$ cat config.mk
export PLATFORM = sky130hd
export DESIGN_NAME = pipe_stage_reg_flat
export DESIGN_NICKNAME = d
export VERILOG_FILES = /design/src/rtl/pipe_stage_reg_pkg.sv /design/src/rtl/pipe_stage_reg_if.sv /design/src/rtl/pipe_entry_reg.sv /design/src/rtl/pipe_stage_reg.sv /design/src/flat_wrapper.sv
export SDC_FILE = /design/constraint.sdc
export NUM_CORES = 1
export LEC_CHECK = 0
export BUFFER_PORTS_ARGS = -buffer_cell sky130_fd_sc_hd__buf_2
export CAP_MARGIN = 25
export CORE_ASPECT_RATIO = 1.2
export CORE_MARGIN = 4
export CORE_UTILIZATION = 55
export DETAILED_ROUTE_END_ITERATION = 6
export PLACE_DENSITY = 0.81
export SKIP_LAST_GASP = 1
export SLEW_MARGIN = 20
export SYNTH_ARGS = -nofsm -noshare
export SYNTH_HDL_FRONTEND = slang
export SYNTH_SLANG_ARGS = --single-unit
$ cat constraint.sdc
create_clock -name clk -period 1.7 [get_ports clk]
set_input_delay 0.34 -clock clk [delete_from_list [all_inputs] [get_ports clk]]
set_output_delay 0.34 -clock clk [all_outputs]
set_load 0.02 [all_outputs]
$ cat src/rtl/pipe_stage_reg_pkg.sv
// Shared definitions for the pipeline stage registers: occupancy states and
// the default control/payload widths used by every stage.
package pipe_stage_reg_pkg;

  localparam int DEFAULT_CTRL_W = 10;
  localparam int DEFAULT_DATA_W = 144;

  // Encoding doubles as the stored-entry count
  typedef enum logic [1:0] {
    ST_EMPTY = 2'd0,
    ST_ONE   = 2'd1,
    ST_TWO   = 2'd2
  } stage_state_e;

endpackage

$ cat src/rtl/pipe_stage_reg_if.sv
// Valid/ready handshake bundle for a pipeline stage: upstream (in_*) and
// downstream (out_*) channels seen from the stage (slave) or its neighbours (master).
interface pipe_stage_reg_if #(
  parameter int CTRL_W = pipe_stage_reg_pkg::DEFAULT_CTRL_W,
  parameter int DATA_W = pipe_stage_reg_pkg::DEFAULT_DATA_W
);

  logic              in_valid;
  logic              in_ready;
  logic [CTRL_W-1:0] in_ctrl;
  logic [DATA_W-1:0] in_data;
  logic              out_valid;
  logic              out_ready;
  logic [CTRL_W-1:0] out_ctrl;
  logic [DATA_W-1:0] out_data;

  modport slave (
    input  in_valid, in_ctrl, in_data, out_ready,
    output in_ready, out_valid, out_ctrl, out_data
  );

  modport master (
    output in_valid, in_ctrl, in_data, out_ready,
    input  in_ready, out_valid, out_ctrl, out_data
  );

endinterface

$ cat src/rtl/pipe_entry_reg.sv
// One stored pipeline word: control field always clears on reset/clear,
// payload clears only when CLEAR_DATA is set, otherwise it simply holds.
module pipe_entry_reg
  import pipe_stage_reg_pkg::*;
#(
  parameter int CTRL_W     = DEFAULT_CTRL_W,
  parameter int DATA_W     = DEFAULT_DATA_W,
  parameter int CLEAR_DATA = 1
) (
  input  logic              clk,
  input  logic              reset_n,
  input  logic              i_load,
  input  logic              i_clear,
  input  logic [CTRL_W-1:0] i_ctrl,
  input  logic [DATA_W-1:0] i_data,
  output logic [CTRL_W-1:0] o_ctrl,
  output logic [DATA_W-1:0] o_data
);

  logic [CTRL_W-1:0] r_ctrl;
  logic [DATA_W-1:0] r_data;

  // Control bits: clear wins over load so a flushed word never carries enables
  always_ff @(posedge clk or negedge reset_n) begin
    if (!reset_n) begin
      r_ctrl <= '0;
    end else if (i_clear) begin
      r_ctrl <= '0;
    end else if (i_load) begin
      r_ctrl <= i_ctrl;
    end
  end

  generate
    if (CLEAR_DATA != 0) begin : g_clearData
      // Payload zeroed alongside control on reset and clear
      always_ff @(posedge clk or negedge reset_n) begin
        if (!reset_n) begin
          r_data <= '0;
        end else if (i_clear) begin
          r_data <= '0;
        end else if (i_load) begin
          r_data <= i_data;
        end
      end
    end else begin : g_holdData
      // Payload has no reset and keeps its value through a clear
      always_ff @(posedge clk) begin
        if (i_load && !i_clear) begin
          r_data <= i_data;
        end
      end
    end
  endgenerate

  assign o_ctrl = r_ctrl;
  assign o_data = r_data;

endmodule

$ cat src/rtl/pipe_stage_reg.sv
// Two-entry skid-buffered pipeline stage register with flush and freeze.
// The main entry drives the outputs; the skid entry absorbs one word when
// downstream stalls, so in_ready never depends on out_ready.
module pipe_stage_reg
  import pipe_stage_reg_pkg::*;
#(
  parameter int CTRL_W     = DEFAULT_CTRL_W,
  parameter int DATA_W     = DEFAULT_DATA_W,
  parameter int CLEAR_DATA = 1
) (
  input  logic                 clk,
  input  logic                 reset_n,
  input  logic                 flush,
  input  logic                 freeze,
  pipe_stage_reg_if.slave      bus,
  output logic [1:0]           count
);

  stage_state_e      r_state;
  logic              w_inReady;
  logic              w_outValid;
  logic              w_push;
  logic              w_pop;
  logic              w_mainLoad;
  logic              w_skidLoad;
  logic [CTRL_W-1:0] w_mainCtrlIn;
  logic [DATA_W-1:0] w_mainDataIn;
  logic [CTRL_W-1:0] w_mainCtrl;
  logic [DATA_W-1:0] w_mainData;
  logic [CTRL_W-1:0] w_skidCtrl;
  logic [DATA_W-1:0] w_skidData;

  assign w_inReady  = reset_n && (r_state != ST_TWO) && !freeze && !flush;
  assign w_outValid = (r_state != ST_EMPTY) && !freeze;
  assign w_push     = bus.in_valid && w_inReady;
  assign w_pop      = w_outValid && bus.out_ready;

  // Main refills from the skid when draining TWO, otherwise from upstream
  assign w_mainLoad = !flush && (((r_state == ST_EMPTY) && w_push) ||
                                 ((r_state == ST_ONE) && w_push && w_pop) ||
                                 ((r_state == ST_TWO) && w_pop));
  assign w_skidLoad = !flush && (r_state == ST_ONE) && w_push && !w_pop;

  assign w_mainCtrlIn = (r_state == ST_TWO) ? w_skidCtrl : bus.in_ctrl;
  assign w_mainDataIn = (r_state == ST_TWO) ? w_skidData : bus.in_data;

  pipe_entry_reg #(
    .CTRL_W     (CTRL_W),
    .DATA_W     (DATA_W),
    .CLEAR_DATA (CLEAR_DATA)
  ) u_main (
    .clk     (clk),
    .reset_n (reset_n),
    .i_load  (w_mainLoad),
    .i_clear (flush),
    .i_ctrl  (w_mainCtrlIn),
    .i_data  (w_mainDataIn),
    .o_ctrl  (w_mainCtrl),
    .o_data  (w_mainData)
  );

  pipe_entry_reg #(
    .CTRL_W     (CTRL_W),
    .DATA_W     (DATA_W),
    .CLEAR_DATA (CLEAR_DATA)
  ) u_skid (
    .clk     (clk),
    .reset_n (reset_n),
    .i_load  (w_skidLoad),
    .i_clear (flush),
    .i_ctrl  (bus.in_ctrl),
    .i_data  (bus.in_data),
    .o_ctrl  (w_skidCtrl),
    .o_data  (w_skidData)
  );

  // Occupancy FSM; flush empties the stage regardless of handshakes
  always_ff @(posedge clk or negedge reset_n) begin
    if (!reset_n) begin
      r_state <= ST_EMPTY;
    end else if (flush) begin
      r_state <= ST_EMPTY;
    end else begin
      case (r_state)
        ST_EMPTY: if (w_push) r_state <= ST_ONE;
        ST_ONE: begin
          if (w_push && !w_pop) begin
            r_state <= ST_TWO;
          end else if (w_pop && !w_push) begin
            r_state <= ST_EMPTY;
          end
        end
        ST_TWO:   if (w_pop) r_state <= ST_ONE;
        default:  r_state <= ST_EMPTY;
      endcase
    end
  end

  assign bus.in_ready  = w_inReady;
  assign bus.out_valid = w_outValid;
  assign bus.out_ctrl  = w_outValid ? w_mainCtrl : '0;
  assign bus.out_data  = w_mainData;
  assign count         = r_state;

endmodule

$ cat src/flat_wrapper.sv
// flat-port wrapper written by rule: the top's interface ports become plain ports
module pipe_stage_reg_flat import pipe_stage_reg_pkg::*;
#(
  parameter int CTRL_W     = DEFAULT_CTRL_W,
  parameter int DATA_W     = DEFAULT_DATA_W,
  parameter int CLEAR_DATA = 1
)
  (clk, reset_n, flush, freeze, count, bus_in_valid, bus_in_ctrl, bus_in_data, bus_out_ready, bus_in_ready, bus_out_valid, bus_out_ctrl, bus_out_data);
  pipe_stage_reg_if #(.CTRL_W(CTRL_W), .DATA_W(DATA_W)) bus_i ();
  input  logic clk;
  input  logic reset_n;
  input  logic flush;
  input  logic freeze;
  output logic [1:0] count;
  input wire logic [$bits(bus_i.in_valid)-1:0] bus_in_valid;
  input wire logic [$bits(bus_i.in_ctrl)-1:0] bus_in_ctrl;
  input wire logic [$bits(bus_i.in_data)-1:0] bus_in_data;
  input wire logic [$bits(bus_i.out_ready)-1:0] bus_out_ready;
  output wire logic [$bits(bus_i.in_ready)-1:0] bus_in_ready;
  output wire logic [$bits(bus_i.out_valid)-1:0] bus_out_valid;
  output wire logic [$bits(bus_i.out_ctrl)-1:0] bus_out_ctrl;
  output wire logic [$bits(bus_i.out_data)-1:0] bus_out_data;
  assign bus_i.in_valid = bus_in_valid;
  assign bus_i.in_ctrl = bus_in_ctrl;
  assign bus_i.in_data = bus_in_data;
  assign bus_i.out_ready = bus_out_ready;
  assign bus_in_ready = bus_i.in_ready;
  assign bus_out_valid = bus_i.out_valid;
  assign bus_out_ctrl = bus_i.out_ctrl;
  assign bus_out_data = bus_i.out_data;
  pipe_stage_reg #(.CTRL_W(CTRL_W), .DATA_W(DATA_W), .CLEAR_DATA(CLEAR_DATA)) u_core (.clk(clk), .reset_n(reset_n), .flush(flush), .freeze(freeze), .bus(bus_i), .count(count));
endmodule
# Word level (Yosys, flattened, before mapping)
# Index checks and enable logic that the tools add are counted.
[op_classes] eq_ne=6 muxes=17 n_reduce_logical=27
[ops] op="144-bit 2-to-1 mux" n=5
[ops] op="10-bit 2-to-1 mux" n=6
[ops] op="1-bit logical AND" n=16
[ops] op="2-bit 2-to-1 mux" n=5
[ops] op="3-bit by 2-bit != test with 1-bit output, second input constant" n=2
[ops] op="2-bit one-hot mux with 3 select lines" n=1
[ops] op="2-bit nonzero test" n=3
[ops] op="1-bit logical NOT" n=4
[ops] op="4-bit != test, second input constant" n=1
[ops] op="3-bit AND reduction" n=1
[ops] op="2-bit by 1-bit equality test with 1-bit output, second input constant" n=1
[ops] op="2-bit equality test, second input constant" n=1
[ops] op="2-bit logical NOT" n=1
[ops] op="1-bit logical OR" n=2
[ops] op="2-bit != test, second input constant" n=1
[word_totals] register_bits=310 inputBits=160 output_inout_bits=158 wordCells=55

# Longest topological paths before layout
[depth] depth_word=12 mapped_depth=9 ltp_nobuf=4

# Modules after synthesis
# A second synthesis with hierarchy kept.
[hier_totals] hier_cells=1198 hier_area_um2=15034.4
[by_module_without_submodules] mod="pipe_entry_reg" instances=2 cells_each=496 area_per_inst_um2=6193.4 seq_area_each_um2=3853.7
[by_module_without_submodules] mod="pipe_stage_reg" instances=1 cells_each=206 area_per_inst_um2=2647.5 seq_area_each_um2=50.0

# Worst setup path before layout
# OpenSTA, ideal clock, no wires.
[synth_timing] path_kind="register to output" startpoint="register u_core.r_state[1], in the netlist u_core.count[1]" endpoint="output port bus_in_ready" arrival_time_ns=1.783 slack_ns=-0.423 path_stages_with_launch=5 n_path_buf=2 path_cell_list="dfrtp_1 > nor2b_1 > buf_2 > clkbuf_1 > nor4b_1"
[synth_via] elab_chain_len=4
[synth_lines] item="from (decl)" line_no="pipe_stage_reg.sv:19" rtl="stage_state_e r_state;"
[synth_lines] item="from (signal assigned)" line_no="pipe_stage_reg.sv:80" rtl="r_state <= ST_EMPTY;"
[synth_lines] item="from (signal assigned)" line_no="pipe_stage_reg.sv:82" rtl="r_state <= ST_EMPTY;"
[synth_lines] item="from (signal assigned)" line_no="pipe_stage_reg.sv:85" rtl="ST_EMPTY: if (w_push) r_state <= ST_ONE;"
[synth_lines] item="2-bit != test" line_no="pipe_stage_reg.sv:33" rtl="assign w_inReady = reset_n && (r_state != ST_TWO) && !freeze && !flush;"
[synth_lines] item="1-bit logical AND (3 in a row)" line_no="pipe_stage_reg.sv:33"
[synth_lines] item="to (decl)" line_no="flat_wrapper.sv:19" rtl="output wire logic [$bits(bus_i.in_ready)-1:0] bus_in_ready;"
# Every way passes these cells.

# Final worst setup path
# Ends and elaborated chain as after synthesis.

==> run summary <==
Total die area = 29550 µm²
Remaining DRCs = 0
Post-Syn Nets = 1751
Fillers = 1702
Die X = 157.6 µm
Worst r2r path cells = 10
Final hold viol count = 0
Mapped cell area = 14770 µm²
Non-Filler Instances = 2306
Worst ir drop on vdd = 0.0007325 V
Final setup vio count = 302
Final period utilization = 115.8%
Critical Path Source Type = flop
Min-delay src = bus_in_data[59]
Avg Cell Area, Syn = 9.285 µm²
Hold Path Depth = 3
Starting DRC count in detailed routing = 1224
Unique masters post-synth = 27
Worst-margin pin slew = 885.6 ps
DR vias/cell = 6.162
Share of layout cells above drive strength 1 = 26.86%
Worst-path clk slew = 70 ps
Routed len/inst = 21.24 µm
Root Driver = clkbuf_16
Crit path time final = 1969 ps
H-tree depth = 1
R2R Setup Slk = -170 ps
Setup ws final = -268.8 ps
Reg-to-reg critical path endpoint = u_core.u_skid.o_data[86]$_DFFE_PN0P_
Global route total overflow = 0
Top FF cell, synth = dfrtp_1
Area Growth Syn to Fin = 34.20%
Via Count = 14210
Clk sinks = 310
Largest net degree at the start of global routing = 174
First-pass GRT wire length = 70.53 mm
Number of core rows = 65
Crit path max fanout = 4
TritonRoute pass-1 iters = 5
Die Y = 187.5 µm
Initial Util = 56.06%
Reg-to-reg startpoint = u_core.count[1]$_DFFE_PN0P_
Cell taking the most area after synthesis = dfrtp_1
Worst slew margin = 40.77%
Pwr dens = 832.8 nW/µm²
Synth warn = 0
GRT Total Usage = 28.77%
Post-Synthesis Cells = 1591
GP Congestion = 0.8605
TritonCTS clock tree = built
Synth area leaders = dfrtp_1 (53%), a211oi_1 (7.8%), o21ai_0 (6.8%)
Worst-Skew Late Latency = 570 ps
Nets = 2103
Hold/Removal Path Class = primary input to flop
DRT antenna net count = 0
Ports = 318
Crit. End Element = output pin
Quantity of I/O buffers inserted on ports = 317
Antenna violations before repair = 5
Async SR Flop Fraction = 100.0%
Detailed placement HPWL = 26.45 mm
Status = finished with violations
Max Slew Vio Count = 0
Cells after DPL = 2141
Failing checks = negative setup slack
#FFs+latches synth = 310
CTS buffer count = 31
Post-synth EDFFs = 0
RSZ-0062 raised after global routing = true
Most common library cells after synthesis = dfrtp_1 (310), o21ai_0 (202), a21oi_1 (157)
Worst Hold Endpoint = u_core.u_skid.o_data[59]$_DFFE_PN0P_
Final Routed Wirelength = 48.99 mm
P_leak = 0.008892 µW
Highest clock rate = 0.5079 GHz
Pre-CTS setup slack = -145.9 ps
Most common cell in the synthesized netlist = dfrtp_1
CTS Buffer Depth = 3
Share of the synthesized area in the top cell type = 52.52%
Vias in the first global route = 13440
Hold WS = 13.21 ps
Skew final = 23.58 ps
Crit path DAT = 1630 ps
Max_cap viols = 0
Worst EP required = 1360 ps
Core area = 26350 µm²
Sequential share of the synthesized area = 52.52%
Crit Path Category = flop to output pin
cell usage in the layout, fill, tap and decap left out, drive strengths merged:
cell type    count
a211oi         154
a21oi          157
and2            10
buf            413
bufbuf           2
bufinv           4
clkbuf          66
clkinv           7
dfrtp          310
diode            5
dlygate4sd3     54
inv              3
maj3             1
mux2i            1
nand2          155
nand2b         155
nand4bb          1
nor2             5
nor2b            2
nor4             1
nor4b            1
o21ai          308
o32ai            1
or2              1
or3            154
critical path, cell delays in order (launching register included):
cell,delay [ps]
dfrtp_2,440
nor2b_4,150
buf_12,120
nor4b_4,190
buf_4,180
metrics by stage:
step | util [%] | total power (µW) | instance area (µm²) | TNS, ps
after global routing | 75.22 | 17040 | 19820 | -45850
after CTS | 71.63 | 16450 | 18880 | -9105
after floorplan | - | 8508 | 14790 | 0
after detailed placement | 64.39 | 9305 | 16970 | -12500
final | 75.23 | 16510 | 19820 | -23780
after global placement | 64.39 | 9280 | 16970 | -8609
flip-flops by register name, summed over array words and instances (netlist names):
| register | count |
|---|---|
| u_core.count | 2 |
| u_core.u_main.o_ctrl | 10 |
| u_core.u_main.o_data | 144 |
| u_core.u_skid.o_ctrl | 10 |
| u_core.u_skid.o_data | 144 |
worst max-delay path by stage:
stage / start / depth (start not counted) / end
6_report: u_core.count[1]$_DFFE_PN0P_ / 4 / bus_in_ready
5_1_grt: u_core.count[1]$_DFFE_PN0P_ / 4 / bus_in_ready
4_1_cts: u_core.count[1]$_DFFE_PN0P_ / 4 / bus_in_ready
3_5_place_dp: flush / 7 / u_core.u_main.o_data[83]$_DFFE_PN0P_
3_3_place_gp: flush / 7 / u_core.u_main.o_data[83]$_DFFE_PN0P_
2_1_floorplan: flush / 8 / u_core.u_main.o_data[15]$_DFFE_PN0P_
cell families after synthesis:
family	synth area share (%)
DFF	52.52
adders and majority gates	0.07623
muxes	0.06776
AOI/OAI and AO/OA	23.64
and+or+nand+nor	18.05
buffers and inverters	5.650
repair_timing:
item                                   CTS  global route
setup endpoints to repair              153           312
setup buffers                            8            12
pin swaps                               11             3
gates cloned                             4            27
endpoints found under the hold margin   71             1
hold buffers                            53             1
gates resized for setup                 57            48
layer usage:
metal	vias to the layer above	global-route usage (%)	part of all wire, %
met2	764	47.37	50
li1	6348	-	-
met1	6901	37.34	37
met3	197	4.825	7.8
met5	-	0	0
met4	0	12.84	5.7
power by group:
group,switching [µW],internal [µW]
Combinational,1040,716
Sequential,113,7540
Clock,2900,4200
cell type report:
class	instances	area (µm²)	share of cell area, %
diodes	5	12.51	0.06312
clock buffers	44	884.6	4.462
clock inverters	12	163.9	0.8268
inverters	2	10.01	0.05049
multi-input cells	1107	6364	32.10
flip-flops and latches	310	7760	39.14
well taps	335	419.2	2.114
repair buffers	491	4210	21.24
No activity file was read; power rests on OpenSTA's default activity.
